===== src/rtl/console_mc_if.sv =====
// Console bus: ADC fs/fd handshakes, com receiver/transmitter handshakes and latched reply data.
interface console_mc_if #(
    parameter int unsigned NCH = 4
);
    logic             fs_adc_init;
    logic             fs_adc_type;
    logic             fs_adc_conf;
    logic             fs_adc_conv;
    logic             fs_adc_send;
    logic [NCH-1:0]   fd_adc_init;
    logic [NCH-1:0]   fd_adc_type;
    logic [NCH-1:0]   fd_adc_conf;
    logic [NCH-1:0]   fd_adc_conv;
    logic [NCH-1:0]   fd_adc_send;
    logic [NCH-1:0]   chan_en;
    logic             fs_com_send;
    logic             fd_com_send;
    logic             fs_com_read;
    logic             fd_com_read;
    logic [3:0]       read_btype;
    logic [7:0]       read_data;
    logic [3:0]       send_btype;
    logic [NCH*8-1:0] adc_type;
    logic [NCH*16-1:0] adc_temp;
    logic [3:0]       adc_freq;
    logic [NCH*8-1:0] com_type;
    logic [NCH*8-1:0] com_temp;
    logic [7:0]       com_stat;
    logic [7:0]       com_ddidx;

    modport master (
        output fs_adc_init, fs_adc_type, fs_adc_conf, fs_adc_conv, fs_adc_send,
        output chan_en, fs_com_send, fd_com_read, send_btype, adc_freq,
        output com_type, com_temp, com_stat, com_ddidx,
        input  fd_adc_init, fd_adc_type, fd_adc_conf, fd_adc_conv, fd_adc_send,
        input  fd_com_send, fs_com_read, read_btype, read_data, adc_type, adc_temp
    );

    modport slave (
        input  fs_adc_init, fs_adc_type, fs_adc_conf, fs_adc_conv, fs_adc_send,
        input  chan_en, fs_com_send, fd_com_read, send_btype, adc_freq,
        input  com_type, com_temp, com_stat, com_ddidx,
        output fd_adc_init, fd_adc_type, fd_adc_conf, fd_adc_conv, fd_adc_send,
        output fd_com_send, fs_com_read, read_btype, read_data, adc_type, adc_temp
    );
endinterface


===== src/rtl/console_mc.sv =====
// Multi-channel console sequencer: decodes com packets, runs NCH ADC front-ends
// in parallel through fs/fd handshakes and requests the matching reply packet.
module console_mc #(
    parameter int unsigned NCH     = 4,
    parameter int unsigned TW      = 16,
    parameter int unsigned TIMEOUT = 50000
) (
    input  logic         clk,
    input  logic         rst,
    console_mc_if.master bus
);
    localparam logic [3:0]    PK_DIDX   = 4'b0101;
    localparam logic [3:0]    PK_DPARAM = 4'b0110;
    localparam logic [3:0]    PK_DDIDX  = 4'b0111;
    localparam logic [3:0]    PK_DLINK  = 4'b1000;
    localparam logic [3:0]    PK_DTYPE  = 4'b1001;
    localparam logic [3:0]    PK_DTEMP  = 4'b1010;
    localparam logic [3:0]    PK_DATA0  = 4'b1101;
    localparam logic [3:0]    PK_DERR   = 4'b1111;
    localparam logic [TW-1:0] CNT_LAST  = TW'(TIMEOUT - 1);

    typedef enum logic [3:0] {
        S_IDLE, S_LINK_WORK, S_LINK_TAKE, S_LINK_SEND, S_WAIT, S_TAKE,
        S_ACK, S_OP_WORK, S_OP_TAKE, S_OP_SEND, S_DONE
    } state_e;

    typedef enum logic [1:0] { OP_TYPE, OP_CONF, OP_CONV, OP_ERR } op_e;

    state_e           state_q, state_d;
    op_e              op_q, op_d;
    logic [TW-1:0]    cnt_q, cnt_d;
    logic [NCH-1:0]   chan_en_q, chan_en_d;
    logic [3:0]       adc_freq_q, adc_freq_d;
    logic [3:0]       send_btype_q, send_btype_d;
    logic [NCH*8-1:0] com_type_q, com_type_d;
    logic [NCH*8-1:0] com_temp_q, com_temp_d;
    logic [7:0]       com_stat_q, com_stat_d;
    logic [7:0]       com_ddidx_q, com_ddidx_d;
    logic             com_seen_q, com_seen_d;
    logic [NCH-1:0]   send_seen_q, send_seen_d;
    logic             fs_init_q, fs_init_d, fs_type_q, fs_type_d;
    logic             fs_conf_q, fs_conf_d, fs_conv_q, fs_conv_d;
    logic             fs_send_q, fs_send_d, fs_com_q, fs_com_d;
    logic             fd_read_q, fd_read_d;

    logic             in_work, all_done, timed_out, com_ok, adc_ok;
    logic [NCH-1:0]   fd_sel;

    // Done vector of whichever handshake the current WORK state is waiting on
    always_comb begin
        fd_sel = '0;
        if (state_q == S_LINK_WORK) begin
            fd_sel = bus.fd_adc_init;
        end else if (state_q == S_OP_WORK) begin
            case (op_q)
                OP_TYPE: fd_sel = bus.fd_adc_type;
                OP_CONF: fd_sel = bus.fd_adc_conf;
                OP_CONV: fd_sel = bus.fd_adc_conv;
                default: fd_sel = '0;
            endcase
        end
    end

    assign in_work   = (state_q == S_LINK_WORK) || (state_q == S_OP_WORK);
    assign all_done  = &(fd_sel | ~chan_en_q);
    assign timed_out = (cnt_q == CNT_LAST);
    assign com_ok    = com_seen_q | bus.fd_com_send;
    assign adc_ok    = (op_q != OP_CONV) | (&(send_seen_q | bus.fd_adc_send | ~chan_en_q));

    always_ff @(posedge clk) begin
        if (rst) begin
            state_q      <= S_IDLE;
            op_q         <= OP_TYPE;
            cnt_q        <= '0;
            chan_en_q    <= '1;
            adc_freq_q   <= '0;
            send_btype_q <= '0;
            com_type_q   <= '0;
            com_temp_q   <= '0;
            com_stat_q   <= '0;
            com_ddidx_q  <= '0;
            com_seen_q   <= 1'b0;
            send_seen_q  <= '0;
            fs_init_q    <= 1'b0;
            fs_type_q    <= 1'b0;
            fs_conf_q    <= 1'b0;
            fs_conv_q    <= 1'b0;
            fs_send_q    <= 1'b0;
            fs_com_q     <= 1'b0;
            fd_read_q    <= 1'b0;
        end else begin
            state_q      <= state_d;
            op_q         <= op_d;
            cnt_q        <= cnt_d;
            chan_en_q    <= chan_en_d;
            adc_freq_q   <= adc_freq_d;
            send_btype_q <= send_btype_d;
            com_type_q   <= com_type_d;
            com_temp_q   <= com_temp_d;
            com_stat_q   <= com_stat_d;
            com_ddidx_q  <= com_ddidx_d;
            com_seen_q   <= com_seen_d;
            send_seen_q  <= send_seen_d;
            fs_init_q    <= fs_init_d;
            fs_type_q    <= fs_type_d;
            fs_conf_q    <= fs_conf_d;
            fs_conv_q    <= fs_conv_d;
            fs_send_q    <= fs_send_d;
            fs_com_q     <= fs_com_d;
            fd_read_q    <= fd_read_d;
        end
    end

    always_comb begin
        state_d = state_q;
        case (state_q)
            S_IDLE:      state_d = S_LINK_WORK;
            S_LINK_WORK: if (all_done || timed_out) state_d = S_LINK_TAKE;
            S_LINK_TAKE: state_d = S_LINK_SEND;
            S_LINK_SEND: if (com_ok) state_d = S_WAIT;
            S_WAIT:      if (bus.fs_com_read) state_d = S_TAKE;
            S_TAKE:      state_d = S_ACK;
            S_ACK:       if (!bus.fs_com_read) state_d = (op_q == OP_ERR) ? S_OP_TAKE : S_OP_WORK;
            S_OP_WORK:   if (all_done || timed_out) state_d = S_OP_TAKE;
            S_OP_TAKE:   state_d = S_OP_SEND;
            S_OP_SEND:   if (com_ok && adc_ok) state_d = S_DONE;
            S_DONE:      state_d = S_WAIT;
            default:     state_d = S_IDLE;
        endcase
    end

    // Datapath updates plus strobes registered from the upcoming state
    always_comb begin
        op_d         = op_q;
        cnt_d        = '0;
        chan_en_d    = chan_en_q;
        adc_freq_d   = adc_freq_q;
        send_btype_d = send_btype_q;
        com_type_d   = com_type_q;
        com_temp_d   = com_temp_q;
        com_stat_d   = com_stat_q;
        com_ddidx_d  = com_ddidx_q;
        com_seen_d   = com_seen_q;
        send_seen_d  = send_seen_q;

        if (in_work) cnt_d = cnt_q + TW'(1);
        if (in_work && timed_out && !all_done) begin
            for (int i = 0; i < NCH; i++) com_stat_d[i] = chan_en_q[i] & ~fd_sel[i];
        end

        case (state_q)
            S_TAKE: begin
                com_stat_d = '0;
                case (bus.read_btype)
                    PK_DIDX: begin
                        chan_en_d = (bus.read_data[NCH-1:0] == '0) ? '1 : bus.read_data[NCH-1:0];
                        op_d      = OP_TYPE;
                    end
                    PK_DPARAM: begin
                        adc_freq_d = bus.read_data[3:0];
                        op_d       = OP_CONF;
                    end
                    PK_DDIDX: begin
                        com_ddidx_d = bus.read_data;
                        op_d        = OP_CONV;
                    end
                    default: begin
                        com_stat_d[7] = 1'b1;
                        op_d          = OP_ERR;
                    end
                endcase
            end
            S_LINK_TAKE: begin
                send_btype_d = PK_DLINK;
                com_seen_d   = 1'b0;
            end
            S_OP_TAKE: begin
                com_seen_d  = 1'b0;
                send_seen_d = '0;
                case (op_q)
                    OP_TYPE: begin
                        send_btype_d = PK_DTYPE;
                        for (int i = 0; i < NCH; i++)
                            com_type_d[i*8 +: 8] = chan_en_q[i] ? bus.adc_type[i*8 +: 8] : 8'h00;
                    end
                    OP_CONF: begin
                        send_btype_d = PK_DTEMP;
                        for (int i = 0; i < NCH; i++)
                            com_temp_d[i*8 +: 8] = chan_en_q[i] ? bus.adc_temp[i*16 +: 8] : 8'h00;
                    end
                    OP_CONV: send_btype_d = PK_DATA0;
                    default: send_btype_d = PK_DERR;
                endcase
            end
            S_LINK_SEND: com_seen_d = com_seen_q | bus.fd_com_send;
            S_OP_SEND: begin
                com_seen_d  = com_seen_q | bus.fd_com_send;
                send_seen_d = send_seen_q | bus.fd_adc_send;
            end
            S_DONE:  send_btype_d = '0;
            default: ;
        endcase

        fs_init_d = (state_d == S_LINK_WORK);
        fs_type_d = (state_d == S_OP_WORK) && (op_d == OP_TYPE);
        fs_conf_d = (state_d == S_OP_WORK) && (op_d == OP_CONF);
        fs_conv_d = (state_d == S_OP_WORK) && (op_d == OP_CONV);
        fs_send_d = (state_d == S_OP_SEND) && (op_d == OP_CONV);
        fs_com_d  = (state_d == S_LINK_SEND) || (state_d == S_OP_SEND);
        fd_read_d = (state_d == S_ACK);
    end

    assign bus.fs_adc_init = fs_init_q;
    assign bus.fs_adc_type = fs_type_q;
    assign bus.fs_adc_conf = fs_conf_q;
    assign bus.fs_adc_conv = fs_conv_q;
    assign bus.fs_adc_send = fs_send_q;
    assign bus.fs_com_send = fs_com_q;
    assign bus.fd_com_read = fd_read_q;
    assign bus.chan_en     = chan_en_q;
    assign bus.send_btype  = send_btype_q;
    assign bus.adc_freq    = adc_freq_q;
    assign bus.com_type    = com_type_q;
    assign bus.com_temp    = com_temp_q;
    assign bus.com_stat    = com_stat_q;
    assign bus.com_ddidx   = com_ddidx_q;
endmodule


===== src/flat_wrapper.sv =====
// flat-port wrapper written by rule: the top's interface ports become plain ports
module console_mc_flat 
#(
    parameter int unsigned NCH     = 4,
    parameter int unsigned TW      = 16,
    parameter int unsigned TIMEOUT = 50000
)
  (clk, rst, bus_fs_adc_init, bus_fs_adc_type, bus_fs_adc_conf, bus_fs_adc_conv, bus_fs_adc_send, bus_chan_en, bus_fs_com_send, bus_fd_com_read, bus_send_btype, bus_adc_freq, bus_com_type, bus_com_temp, bus_com_stat, bus_com_ddidx, bus_fd_adc_init, bus_fd_adc_type, bus_fd_adc_conf, bus_fd_adc_conv, bus_fd_adc_send, bus_fd_com_send, bus_fs_com_read, bus_read_btype, bus_read_data, bus_adc_type, bus_adc_temp);
  console_mc_if #(.NCH(NCH)) bus_i ();
  input  logic clk;
  input  logic rst;
  output wire logic [$bits(bus_i.fs_adc_init)-1:0] bus_fs_adc_init;
  output wire logic [$bits(bus_i.fs_adc_type)-1:0] bus_fs_adc_type;
  output wire logic [$bits(bus_i.fs_adc_conf)-1:0] bus_fs_adc_conf;
  output wire logic [$bits(bus_i.fs_adc_conv)-1:0] bus_fs_adc_conv;
  output wire logic [$bits(bus_i.fs_adc_send)-1:0] bus_fs_adc_send;
  output wire logic [$bits(bus_i.chan_en)-1:0] bus_chan_en;
  output wire logic [$bits(bus_i.fs_com_send)-1:0] bus_fs_com_send;
  output wire logic [$bits(bus_i.fd_com_read)-1:0] bus_fd_com_read;
  output wire logic [$bits(bus_i.send_btype)-1:0] bus_send_btype;
  output wire logic [$bits(bus_i.adc_freq)-1:0] bus_adc_freq;
  output wire logic [$bits(bus_i.com_type)-1:0] bus_com_type;
  output wire logic [$bits(bus_i.com_temp)-1:0] bus_com_temp;
  output wire logic [$bits(bus_i.com_stat)-1:0] bus_com_stat;
  output wire logic [$bits(bus_i.com_ddidx)-1:0] bus_com_ddidx;
  input wire logic [$bits(bus_i.fd_adc_init)-1:0] bus_fd_adc_init;
  input wire logic [$bits(bus_i.fd_adc_type)-1:0] bus_fd_adc_type;
  input wire logic [$bits(bus_i.fd_adc_conf)-1:0] bus_fd_adc_conf;
  input wire logic [$bits(bus_i.fd_adc_conv)-1:0] bus_fd_adc_conv;
  input wire logic [$bits(bus_i.fd_adc_send)-1:0] bus_fd_adc_send;
  input wire logic [$bits(bus_i.fd_com_send)-1:0] bus_fd_com_send;
  input wire logic [$bits(bus_i.fs_com_read)-1:0] bus_fs_com_read;
  input wire logic [$bits(bus_i.read_btype)-1:0] bus_read_btype;
  input wire logic [$bits(bus_i.read_data)-1:0] bus_read_data;
  input wire logic [$bits(bus_i.adc_type)-1:0] bus_adc_type;
  input wire logic [$bits(bus_i.adc_temp)-1:0] bus_adc_temp;
  assign bus_fs_adc_init = bus_i.fs_adc_init;
  assign bus_fs_adc_type = bus_i.fs_adc_type;
  assign bus_fs_adc_conf = bus_i.fs_adc_conf;
  assign bus_fs_adc_conv = bus_i.fs_adc_conv;
  assign bus_fs_adc_send = bus_i.fs_adc_send;
  assign bus_chan_en = bus_i.chan_en;
  assign bus_fs_com_send = bus_i.fs_com_send;
  assign bus_fd_com_read = bus_i.fd_com_read;
  assign bus_send_btype = bus_i.send_btype;
  assign bus_adc_freq = bus_i.adc_freq;
  assign bus_com_type = bus_i.com_type;
  assign bus_com_temp = bus_i.com_temp;
  assign bus_com_stat = bus_i.com_stat;
  assign bus_com_ddidx = bus_i.com_ddidx;
  assign bus_i.fd_adc_init = bus_fd_adc_init;
  assign bus_i.fd_adc_type = bus_fd_adc_type;
  assign bus_i.fd_adc_conf = bus_fd_adc_conf;
  assign bus_i.fd_adc_conv = bus_fd_adc_conv;
  assign bus_i.fd_adc_send = bus_fd_adc_send;
  assign bus_i.fd_com_send = bus_fd_com_send;
  assign bus_i.fs_com_read = bus_fs_com_read;
  assign bus_i.read_btype = bus_read_btype;
  assign bus_i.read_data = bus_read_data;
  assign bus_i.adc_type = bus_adc_type;
  assign bus_i.adc_temp = bus_adc_temp;
  console_mc #(.NCH(NCH), .TW(TW), .TIMEOUT(TIMEOUT)) u_core (.clk(clk), .rst(rst), .bus(bus_i));
endmodule

===== config.mk =====
export PLATFORM = sky130hd
export DESIGN_NAME = console_mc_flat
export DESIGN_NICKNAME = d
export VERILOG_FILES = /design/src/rtl/console_mc_if.sv /design/src/rtl/console_mc.sv /design/src/flat_wrapper.sv
export SDC_FILE = /design/constraint.sdc
export NUM_CORES = 1
export LEC_CHECK = 0
export BUFFER_PORTS_ARGS = -buffer_cell sky130_fd_sc_hd__buf_2
export CAP_MARGIN = 20
export CORE_MARGIN = 2
export CORE_UTILIZATION = 45
export DETAILED_ROUTE_END_ITERATION = 10
export GPL_ROUTABILITY_DRIVEN = 0
export PLACE_DENSITY = 0.76
export SLEW_MARGIN = 20
export SYNTH_ARGS = -nofsm -noshare
export SYNTH_HDL_FRONTEND = slang
export SYNTH_SLANG_ARGS = --single-unit

===== constraint.sdc =====
create_clock -name clk -period 2.7 [get_ports clk]
set_input_delay 0.405 -clock clk [delete_from_list [all_inputs] [get_ports clk]]
set_output_delay 0.405 -clock clk [all_outputs]
set_load 0.01 [all_outputs]

* Word level (Yosys, flattened, before mapping)
Cells that the tools add are included.
** Word-level totals
- Register bits :: 123
- Word-level logic and storage cells :: 118
- Input port bits :: 132
- Output and inout port bits :: 99
** Cells by class
- Reduce and logical (&&, ||, !) cells :: 30
- $add $sub $neg :: 1
- Eq/ne operators :: 25
- Multiplexer cells :: 27
- Bitwise operators :: 15
** Operators with widths (number)
- 8-bit two-way mux :: 8
- 4-bit one-hot mux with 11 select lines :: 1
- 4-bit two-way mux :: 10
- 4-bit by 3-bit == test with 1-bit output, second input constant :: 9
- 4-bit one-hot mux with 3 select lines :: 2
- 16-bit by 1-bit adder with 16-bit output, second input constant :: 1
- 16-bit == test, second input constant :: 1
- 4-bit == test, second input constant :: 4
- 4-bit by 2-bit == test with 1-bit output, second input constant :: 3
- 4-bit OR :: 3
- 2-bit AND reduction :: 5
- 3-bit one-hot mux with 3 select lines :: 1
- 4-bit by 1-bit == test with 1-bit output, second input constant :: 2
- 4-bit zero test :: 2
- 4-bit one-hot mux with 2 select lines :: 1
- 4-bit AND reduction :: 2
- 2-bit OR reduction :: 4
- 1-bit logical AND :: 7
- 2-bit == test, second input constant :: 3
- 2-bit one-hot mux with 3 select lines :: 1
- 1-bit inverter :: 5
- 1-bit bitwise AND :: 4
- 2-bit by 1-bit == test with 1-bit output, second input constant :: 2
- 2-bit zero test :: 2
- 11 further kinds :: 15

* Depth between registers and ports, before layout
Gate-level depths: netlist (run 1).
- Word-level depth :: 11
- Gate-level depth with buffers :: 9
- Gate-level depth less buffers :: 8

* Worst setup path before layout (run 1)
No wires, ideal clock.
- Kind :: register -> register
- Start :: reg u_core.state_q[2]
- End :: reg u_core.state_q[1]
- Stages on the path, launching flop included :: 9
- Library setup time :: 0.115 ns
- Period minus slack after synthesis :: 2.450 ns
- Arrival time :: 2.335 ns
- Path slack :: 0.250 ns
- Required time :: 2.585 ns
- Buffers on the path :: 1
- Cell sequence :: dfxtp_1 or4b_4 o21ai_0 o22ai_1 or3_1 buf_2 mux2i_4 or2_2 and2_1
** Between the ends
- Word-level cells in the longest chain between the ends :: 8
- Elaborated cells on any way between the ends :: 19
- Those cells by class :: eq/ne: 10; mux: 5; bitwise: 1; reduce/logical: 3
** Ends and longest elaborated chain
- start: declaration :: line console_mc.sv:29 : state_e state_q, state_d;
- start signal: assignment :: line console_mc.sv:92 : state_q <= state_d;
- 4-bit by 3-bit == test with 1-bit output :: line console_mc.sv:54, console_mc.sv:116
- 4-bit two-way mux :: line console_mc.sv:54 : end else if (state_q == S_OP_WORK) begin
- 4-bit two-way mux :: line console_mc.sv:52 : if (state_q == S_LINK_WORK) begin
- 4-bit OR :: line console_mc.sv:65 : assign all_done = &(fd_sel | ~chan_en_q);
- 4-bit AND reduction :: line console_mc.sv:65
- 1-bit logical OR :: line console_mc.sv:118, console_mc.sv:124
- 4-bit two-way mux (on tied branches) :: line console_mc.sv:124, console_mc.sv:118
- 4-bit one-hot mux with 11 select lines * :: line console_mc.sv:116 : case (state_q)
Mark *: on every way between the ends. The rest lies on a longest branch, timed or not.
A chain may end at the register's enable or synchronous reset.

* Final worst setup path (run 1)
- Start :: reg u_core.state_q[2]
- End :: reg u_core.fs_init_q, in the netlist u_core.bus.fs_adc_init
** Between the ends
- Word-level cells in the longest chain between the ends :: 9
- Elaborated cells on any way between the ends :: 24
- Those cells by class :: eq/ne: 11; mux: 9; bitwise: 1; reduce/logical: 3
** Ends and longest elaborated chain
- 4-bit by 3-bit == test with 1-bit output :: line console_mc.sv:54, console_mc.sv:116
- 4-bit two-way mux :: line console_mc.sv:54
- 4-bit two-way mux :: line console_mc.sv:52
- 4-bit OR :: line console_mc.sv:65
- 4-bit AND reduction :: line console_mc.sv:65
- 1-bit logical OR :: line console_mc.sv:118, console_mc.sv:124
- 4-bit two-way mux (on tied branches) :: line console_mc.sv:124, console_mc.sv:118
- 4-bit one-hot mux with 11 select lines * :: line console_mc.sv:116
- 4-bit by 1-bit == test with 1-bit output * :: line console_mc.sv:204 : fs_init_d = (state_d == S_LINK_WORK);
- end signal: assignment :: line console_mc.sv:104 : fs_init_q <= fs_init_d;
- end: declaration :: line console_mc.sv:41 : logic fs_init_q, fs_init_d, fs_type_q, fs_type_d;
Marked as above.

==> results of run 1 <==
sequential cells by signal, summed over array words and instances (netlist names):
signal / count
u_core.bus.com_ddidx: 8
u_core.state_q: 4
u_core.com_seen_q: 1
u_core.bus.chan_en: 4
u_core.bus.fs_com_send: 1
u_core.bus.fd_com_read: 1
u_core.bus.fs_adc_send: 1
u_core.bus.send_btype: 4
u_core.bus.adc_freq: 4
u_core.send_seen_q: 4
u_core.bus.fs_adc_conv: 1
u_core.bus.fs_adc_init: 1
u_core.cnt_q: 16
u_core.bus.com_stat: 5
u_core.bus.fs_adc_type: 1
u_core.bus.fs_adc_conf: 1
u_core.bus.com_temp: 32
u_core.bus.com_type: 32
u_core.op_q: 2
area by class of cell:
type,instances,area [sq um]
clock buffers,17,414.1
clock inverters,15,98.84
fillers,959,4198
repair buffers,212,1116
multi-input cells,432,2323
well taps,140,175.2
inverters,14,52.55
flip-flops and latches,123,2462
cells by family (layout without fill, tap and decap cells):
family          after synthesis  count (layout)  synth area share (%)
fa+ha+maj                     1               1                0.2494
flops                       123             123                 49.09
buf+inv                      61             258                 4.814
compound gates              128             128                 14.74
xor+xnor                     15              15                 2.619
other cells                   1               3               0.07476
simple gates                268             268                 24.77
mux                          17              17                 3.642
through the flow:
stage	hold WS, ns	setup WS, ns
finish	0.1215	0.08094
global route	0.1060	0.02634
CTS	0.09661	0.01043
detailed placement	0.4417	0.006969
global placement	0.4344	0.1388
floorplan	0.4295	0.2500
synth_stat cells (5+ instances only):
cell type,instances,share of area (%)
nand2_1,76,5.7
o21bai_1,5,0.75
nor2_1,64,4.8
mux2i_1,16,3.2
nor3_1,12,1.2
and3_1,10,1.2
dfxtp_1,123,49
nor2b_1,5,0.62
xor2_1,10,1.7
nand3_1,75,7.5
nand4_1,5,0.62
a21oi_1,82,8.2
o21ai_0,11,1.1
or2_2,6,0.75
xnor2_1,5,0.87
clkbuf_1,42,3.1
inv_1,14,1.0
worst max-delay path by stage:
stage                                        end  slack [ns]  cells past startpoint         startpoint
after global routing      u_core.bus.fs_adc_type        0.03                      7  u_core.state_q[2]
final                     u_core.bus.fs_adc_init        0.08                      7  u_core.state_q[2]
after CTS                 u_core.bus.fs_adc_type        0.01                      7  u_core.state_q[2]
after global placement         u_core.state_q[1]        0.14                      7  u_core.state_q[2]
after floorplan                u_core.state_q[1]        0.25                      8  u_core.state_q[2]
after detailed placement  u_core.bus.fs_adc_type       0.007                      7  u_core.state_q[2]
cell usage in the layout, fill, tap and decap left out, drive strengths merged, types with 4 or more instances in the layout:
cell type and count:
nand2 76, clkbuf 17, or2 6, mux2i 17
and3 10, a21oi 82, dfxtp 123, o2bb2ai 4
buf 212, a31oi 4, nand3 75, a211oi 4
nor4 4, o21bai 6, nor2b 5, nand4 5
clkinv 10, xor2 10, nor2 64, xnor2 5
a2111oi 4, inv 17, nor3 12, o21ai 11
power by group through the flow:
stage / logic (mW) / clock network [mW] / registers, mW
floorplan: 0.0609 / 0 / 1.86
global placement: 0.149 / 0 / 1.86
detailed placement: 0.153 / 0 / 1.86
CTS: 0.154 / 1.98 / 1.82
global route: 0.171 / 2.07 / 1.82
finish: 0.155 / 1.94 / 1.82
per-layer routing:
layer | track usage [%] | share of wire [%]
met5 | 0 | 0
met4 | 9.946 | 1.9
met3 | 6.106 | 6.8
met2 | 38.62 | 49
met1 | 28.09 | 42
tightest hold or removal path, delay by kind of cell:
family | cells | cell delay, ns
buffers and inverters | 1 | 0.07
AND/OR/NAND/NOR | 1 | 0.07
multiplexers | 1 | 0.05
==> flow_summary.toml, run 1 <==
[cts]
tritoncts = "built"
clock-sinks = 123
holdBufCountCts = 0
cts_setup_buffers = 0
cts-root-buf = "clkbuf_8"
insertion_delay_ns = 0.52
clk_pin_slew_ns = 0.06
htree_levels = 4
cts_buffer_depth = 2
cts_resized = 0
numCtsBuffers = 17

[synthesis]
syn_area_sq_um = 5016
syn_area_per_cell_sq_um = 8.169
syn_inst = 614
ys_seq_elements = 123
ys_async_sr_fraction_pct = 0
synth_flop_cell = "dfxtp_1"
synth_edf_count = 0
ys_warn_count = 0
synthDistinctLibCells = 46
ys_seq_area_share_pct = 49.09

[sta]
tightest_slew_ns = 0.7682
hold_viol_final = 0
skew_ns = 0.007933
rsz0062_at_grt = "false"
post-route-period-util_pct = 97.00
relSlewSlack_pct = 48.25
fin_tns_setup_ns = 0
setup_viol = 0
finalMaxSlewViolations = 0
fmax_mhz = 381.8
layout_min_cycle_time_ns = 2.619

[floorplan]
fp-row-count = 38
chipHeight_um = 109.6
start_util_pct = 46.27
die_x_um = 109.6
dieArea_sq_um = 12010
ioPinCount = 231
core_area_sq_um = 10840

[grt]
antenna_found_initial = 0
grt_usage_pct = 23.14
gr-total-overflow = 0
grt_max_degree = 63
grt_pass1_wl_um = 21460
grt_pass1_vias = 4583

[power_and_ir_drop]
p_per_area_nw_per_um2 = 589.3
combinationalPowerShare_pct = 4.0
pwr-share-clk_pct = 49.5
total_leakage_power_nw = 2.937
ir_drop_uv = 352.7
pwr-share-seq_pct = 46.5
switchingPower_mw = 0.9034
switching_share_pct = 23.08
intPower_mw = 3.011
p_total_mw = 3.915

[route]
drtAntennaViolNets = 0
wirelength_um = 14090
drc_errors = 0
vias = 5091
first_pass_iters = 7
routed_via_density = 5.342
drtIter0Drc = 375
post_drt_wl_per_cell_um = 14.79

[critical_path]
criticalPathCategory = "reg2reg"
end_kind = "flop"
crit_fanout = 5
path_buf_inv = 0
r2r_setup_slack_ns = 0.08
slowest_delay_ns = 0.59
crit_required_ns = 3.13
timing.rr.end = "u_core.bus.fs_adc_init"
cpLargestDelayFamily = "simple AND/OR/NAND/NOR gates"
rr_worst_depth = 7
startpoint_type = "flop"
slowest_stage = "or4b_4"
worst_r2r_startpoint = "u_core.state_q[2]"
cp.arrival_ns = 3.05
cp_cell_sequence = "or4b_4 > o21ai_1 > o22ai_1 > or3_1 > mux2i_4 > or2_2 > nor3_1"

[final_layout]
diodes = 0
post-route-util_pct = 61.28
areaGrowthSynthToFinish_pct = 32.43
design_area_sq_um = 6643
nets = 933
finalNonFillerCells = 953
final_layout_size_suffix_gt1_share_pct = 31.37

[min_path]
holdPathEnd = "u_core.bus.com_ddidx[6]"
hold_path_class = "in2reg"
whs_path_depth = 3
hold_start = "bus_read_data[6]"

[place]
placed_area_sq_um = 6126
port_buffers = 195
hpwl_um = 10330
placedCellCount = 921

[status]
status = "finished, final reports clean"

[flow_run]
drv_cap = 0
Power figures use the tool's default switching activity.
==> run 2, diff against run 1 <==
--- a/config.mk
+++ b/config.mk
@@ -9,6 +9,7 @@
 export CAP_MARGIN = 20
 export CORE_MARGIN = 2
 export CORE_UTILIZATION = 45
+export CTS_CLUSTER_SIZE = 28
 export DETAILED_ROUTE_END_ITERATION = 10
 export GPL_ROUTABILITY_DRIVEN = 0
 export PLACE_DENSITY = 0.76
==> constraint.sdc (replaced) <==
create_clock -name clk -period 2.7 [get_ports clk]
set_input_delay 0.135 -clock clk [delete_from_list [all_inputs] [get_ports clk]]
set_output_delay 0.135 -clock clk [all_outputs]
set_load 0.01 [all_outputs]
==> run 2 against run 1 <==
Against the previous run: via count rose by 11%; combinational power rose by 63%; clock skew rose by 0.0029 ns; worst setup slack improved by 0.040 ns; non-clock buffer count rose by 78; total power rose by 10%; maximum frequency rose by 1.6%; register-to-register slack improved by 0.04 ns; critical path depth did not move; sequential share of layout area fell by 4.3 points; critical path type unchanged; largest cell class unchanged; largest power group unchanged.
==> flow_summary.toml, run 2 (synthesis gave the netlist of run 1 again) <==
[final_layout]
regArea_sq_um = 2462
nFillCells = 774
nets = 1011
design_area_sq_um = 7510
layout_common_cells = "195 x buf_2, 123 x dfxtp_1, 82 x a21oi_1, 78 x dlygate4sd3_1, 76 x nand2_1"
finalNonFillerCells = 1030
multiInputGateArea_sq_um = 2325
diodes = 0
final_common_cell = "buf_2"
final_layout_size_suffix_gt1_share_pct = 27.98
areaGrowthSynthToFinish_pct = 49.71

[sta]
hold_viol_final = 0
relSlewSlack_pct = 41.11
skew_ns = 0.01085
fmax_mhz = 387.7
rsz0062_at_grt = "false"
tightest_slew_ns = 0.8833
post-route-period-util_pct = 95.52
finalMaxSlewViolations = 0
layout_min_cycle_time_ns = 2.579
setup_viol = 0

[status]
status = "finished, final reports clean"

[cts]
insertion_delay_ns = 0.52
htree_levels = 4
tritoncts = "built"
cts_setup_buffers = 0
cts_buffer_depth = 2
clock-sinks = 123
numCtsBuffers = 17
clk_pin_slew_ns = 0.06
cts-root-buf = "clkbuf_8"

[power_and_ir_drop]
pwr-share-clk_pct = 51.9
switching_share_pct = 20.19
p_per_area_nw_per_um2 = 574.0
pwr-share-seq_pct = 42.3
intPower_mw = 3.441
combinationalPowerShare_pct = 5.9
switchingPower_mw = 0.8703
ir_drop_uv = 370.9
total_leakage_power_nw = 3.290

[critical_path]
slowest_delay_ns = 0.59
startpoint_type = "flop"
cp_cell_sequence = "or4b_4 > o21ai_1 > a41oi_1 > or3_4 > mux2i_4 > or2_2 > nor3_1"
end_kind = "flop"
slowest_stage = "or4b_4"
crit_fanout = 5
crit_required_ns = 3.12
r2r_setup_slack_ns = 0.12
cp.arrival_ns = 3.00
criticalPathCategory = "reg2reg"

[floorplan]
die_x_um = 109.6
start_util_pct = 46.27
chipHeight_um = 109.6
core_area_sq_um = 10840
fp-row-count = 38
dieArea_sq_um = 12010
ioPinCount = 231

[route]
drc_errors = 0
first_pass_iters = 9
drtIter0Drc = 766
vias = 5632
drtAntennaViolNets = 0
routed_via_density = 5.468
post_drt_wl_per_cell_um = 16.15
wirelength_um = 16640

[place]
hpwl_um = 10570
placedCellCount = 921
port_buffers = 195
placed_area_sq_um = 6138

[grt]
grt_pass1_vias = 5287
grt_pass1_wl_um = 25190
gr-total-overflow = 0
grt_max_degree = 55
grt_usage_pct = 27.13
antenna_found_initial = 0

[min_path]
hold_path_class = "in2reg"

[flow_run]
drv_cap = 0
run 2: cell count changes in the layout (fill, tap and decap cells not counted), moves of 3 or more:
| cell | previous run | this run |
|---|---|---|
| inv_6 | 3 | 0 |
| dlygate4sd3_1 | 0 | 78 |
| clkbuf_8 | 1 | 4 |
| clkbuf_1 | 0 | 5 |
| clkinv_2 | 8 | 1 |
| bufinv_16 | 0 | 3 |
run 2: layer usage:
metal  GRT usage (%)  share of wire [%]
met5               0                  0
met4           13.11                3.1
met3           6.758                7.3
met2           47.00                 50
met1           31.15                 39
run 2: power by group through the flow:
stage               logic [mW]  registers [mW]  clock network (mW)
floorplan               0.0609            1.86                   0
global placement         0.150            1.86                   0
detailed placement       0.155            1.86                   0
CTS                      0.245            1.82                2.27
global route             0.272            1.82                2.37
finish                   0.253            1.82                2.24
run 2: worst max-delay path: cells and delay by family (launching register included):
kind	cells	cell delay [ns]
and+or+nand+nor	4	1.52
AOI/OAI and AO/OA	2	0.45
DFF	1	0.31
muxes	1	0.21
run 2: path summary, 6_finish.rpt:
kind	end	startpoint	depth (start not counted)
max	u_core.bus.fs_adc_init	u_core.state_q[2]	7
min	u_core.bus.com_stat[7]	bus_read_btype[1]	4
max reg2reg	u_core.bus.fs_adc_init	u_core.state_q[2]	7
min reg2reg	u_core.bus.com_type[12]	u_core.bus.com_type[12]	2
run 2: cell type report:
type	instances	share of cell area, %
Clock buffer	25	6.315
Clock inverter	6	1.483
Inverter	14	0.6998
Multi-Input combinational cell	432	30.96
Sequential cell	123	32.79
Tap cell	140	2.333
Timing Repair Buffer	290	25.42
run 2: through the flow:
stage                     hold slack [ns]  util (%)  total power, mW   TNS [ns]  worst slack (ns)
after floorplan                    0.2789         -            1.921          0            0.2500
after global placement             0.3671     56.63            2.010          0            0.1510
after detailed placement           0.3721     56.63            2.015  -0.007271         -0.007271
after CTS                        0.002600     69.23            4.335          0           0.05013
after global routing              0.03997     69.28            4.464          0           0.06412
final                             0.03870     69.28            4.311          0            0.1209
run 2: timing repair:
item,4_1_cts,5_1_grt
hold endpoints to repair,86,0
endpoints found under the setup margin,1,1
resized for setup,4,1
hold buffers,78,0
==> run 3, diff against run 2 <==
--- a/config.mk
+++ b/config.mk
@@ -8,11 +8,11 @@
 export BUFFER_PORTS_ARGS = -buffer_cell sky130_fd_sc_hd__buf_2
 export CAP_MARGIN = 20
 export CORE_MARGIN = 2
-export CORE_UTILIZATION = 45
+export CORE_UTILIZATION = 42
 export CTS_CLUSTER_SIZE = 28
 export DETAILED_ROUTE_END_ITERATION = 10
 export GPL_ROUTABILITY_DRIVEN = 0
-export PLACE_DENSITY = 0.76
+export PLACE_DENSITY = 0.75
 export SLEW_MARGIN = 20
 export SYNTH_ARGS = -nofsm -noshare
 export SYNTH_HDL_FRONTEND = slang
==> constraint.sdc (replaced) <==
create_clock -name clk -period 2.2 [get_ports clk]
set_input_delay 0.11 -clock clk [delete_from_list [all_inputs] [get_ports clk]]
set_output_delay 0.11 -clock clk [all_outputs]
set_load 0.01 [all_outputs]
==> run 3 against run 2 <==
Against the previous run: largest cell class unchanged; maximum frequency rose by 6.0%; total power up 24%; the run now ends with negative setup slack left; clock skew down 0.0020 ns; register-to-register slack worse by 0.35 ns.
==> flow_summary.toml, run 3 (synthesis gave the netlist of run 1 again) <==
[status]
status = "complete, but fails checks"
violations = "negative setup slack"

[route]
drtIter0Drc = 545
wirelength_um = 17470
routed_via_density = 5.385
drc_errors = 0
drtAntennaViolNets = 0
first_pass_iters = 5
post_drt_wl_per_cell_um = 16.67
vias = 5643

[sta]
hold_viol_final = 0
rsz0062_at_grt = "true"
layout_min_cycle_time_ns = 2.434
skew_ns = 0.008842
finalMaxSlewViolations = 0
relSlewSlack_pct = 56.34
fmax_mhz = 410.9
setup_viol = 9
tightest_slew_ns = 0.6549
finalWorstSetupSlack_ns = -0.2336
post-route-period-util_pct = 110.6
fin_tns_setup_ns = -1.219

[power_and_ir_drop]
p_per_area_nw_per_um2 = 690.8
switchingPower_mw = 1.170
combinationalPowerShare_pct = 6.2
intPower_mw = 4.157
pwr-share-seq_pct = 41.9
switching_share_pct = 21.96
pwr-share-clk_pct = 51.9
ir_drop_uv = 467.3
total_leakage_power_nw = 3.386

[floorplan]
dieArea_sq_um = 12830
core_area_sq_um = 11520
start_util_pct = 43.56
ioPinCount = 231
die_x_um = 113.3
fp-row-count = 39
chipHeight_um = 113.3

[grt]
grt_pass1_wl_um = 27670
grt_pass1_vias = 5628
gr-total-overflow = 0
antenna_found_initial = 0
grt_max_degree = 66
grt_usage_pct = 27.32

[place]
port_buffers = 195
placedCellCount = 939
hpwl_um = 10670
place_worst_setup_slack_ns = -0.2531

[critical_path]
startpoint_type = "flop"
cp.arrival_ns = 2.78
crit_required_ns = 2.55
crit_fanout = 5
end_kind = "flop"
criticalPathCategory = "reg2reg"

[cts]
tritoncts = "built"
clk_pin_slew_ns = 0.06
numCtsBuffers = 17
cts-root-buf = "clkbuf_16"
insertion_delay_ns = 0.42
clock-sinks = 123
cts_buffer_depth = 2
htree_levels = 4

[final_layout]
areaGrowthSynthToFinish_pct = 53.73
layout_common_cells = "195 x buf_2, 123 x dfxtp_1, 81 x a21oi_1, 76 x nand2_1, 76 x dlygate4sd3_1"
final_common_cell = "buf_2"
nFillCells = 890
finalNonFillerCells = 1048
nets = 1025
final_layout_size_suffix_gt1_share_pct = 31.05
diodes = 0

[min_path]
hold_path_class = "in2reg"

[flow_run]
drv_cap = 0
==> run 3: cell count changes in the layout (fill, tap and decap cells not counted), moves of 2 or more <==
cell           previous run  this run
buf_4                    15        31
clkbuf_1                  5         1
clkbuf_8                  4         2
clkinvlp_4                1         3
dlygate4sd3_1            78        76
inv_6                     0         2
o21ai_1                   4         0
o21ai_4                   0         4
==> run 3: layout make-up <==
cell class / count / area [sq um] / share of cell area (%)
Sequential cell: 123 / 2462 / 31.93
Multi-Input combinational cell: 432 / 2412 / 31.28
Timing Repair Buffer: 304 / 2009 / 26.06
Clock buffer: 20 / 456.7 / 5.922
Tap cell: 143 / 178.9 / 2.320
Clock inverter: 12 / 138.9 / 1.801
Inverter: 14 / 52.55 / 0.6815
==> run 3: path summary, 6_finish.rpt <==
check / start / to / slack, ns / cells past startpoint
min reg2reg: u_core.bus.com_temp[5] / u_core.bus.com_temp[5] / 0.45 / 2
max reg2reg: u_core.state_q[3] / u_core.bus.fs_com_send / -0.23 / 7
max: u_core.state_q[3] / u_core.bus.fs_com_send / -0.23 / 7
min: bus_fd_com_send / u_core.com_seen_q / 0.05 / 3
==> run 3: power groups by stage <==
stage / clock network [mW] / registers [mW] / logic, mW
2_1_floorplan: 0 / 2.28 / 0.0786
3_3_place_gp: 0 / 2.28 / 0.200
3_5_place_dp: 0 / 2.28 / 0.200
4_1_cts: 2.81 / 2.23 / 0.312
5_1_grt: 2.90 / 2.23 / 0.349
6_report: 2.77 / 2.23 / 0.328
==> run 3: stage by stage <==
step	power [mW]	utilization (%)	hold WS, ns	instance area (sq um)
6_report	5.327	66.96	0.05166	7711
5_1_grt	5.483	66.96	0.04246	7711
4_1_cts	5.352	66.69	0.03216	7680
3_5_place_dp	2.482	54.52	0.3532	6279
3_3_place_gp	2.482	54.52	0.3455	6279
2_1_floorplan	2.362	-	0.2539	5054
==> run 3: repair_timing <==
item | 4_1_cts | 5_1_grt
gates cloned | 0 | 0
buffers inserted | 1 | 0
pin swaps | 1 | 1
endpoints found under the setup margin | 11 | 15
gates resized for setup | 6 | 6
endpoints found under the hold margin | 79 | 0
hold buffers | 76 | 0
==> run 3: critical path, cell delays in order, from the launching register on <==
cell and delay, ns:
dfxtp_1 0.31, or4b_4 0.62, o21ai_4 0.19, o22ai_2 0.11, or3_4 0.42, mux2i_4 0.22, or3_1 0.37, a21oi_1 0.12
==> run 3: metal layers <==
layer  vias up  global-route usage, %  part of all wire [%]
li1       2679                      -                     -
met1      2598                  29.26                    38
met2       305                  48.90                    50
met3        61                  8.570                   8.0
met4         0                  12.76                   4.1
met5         -                      0                     0
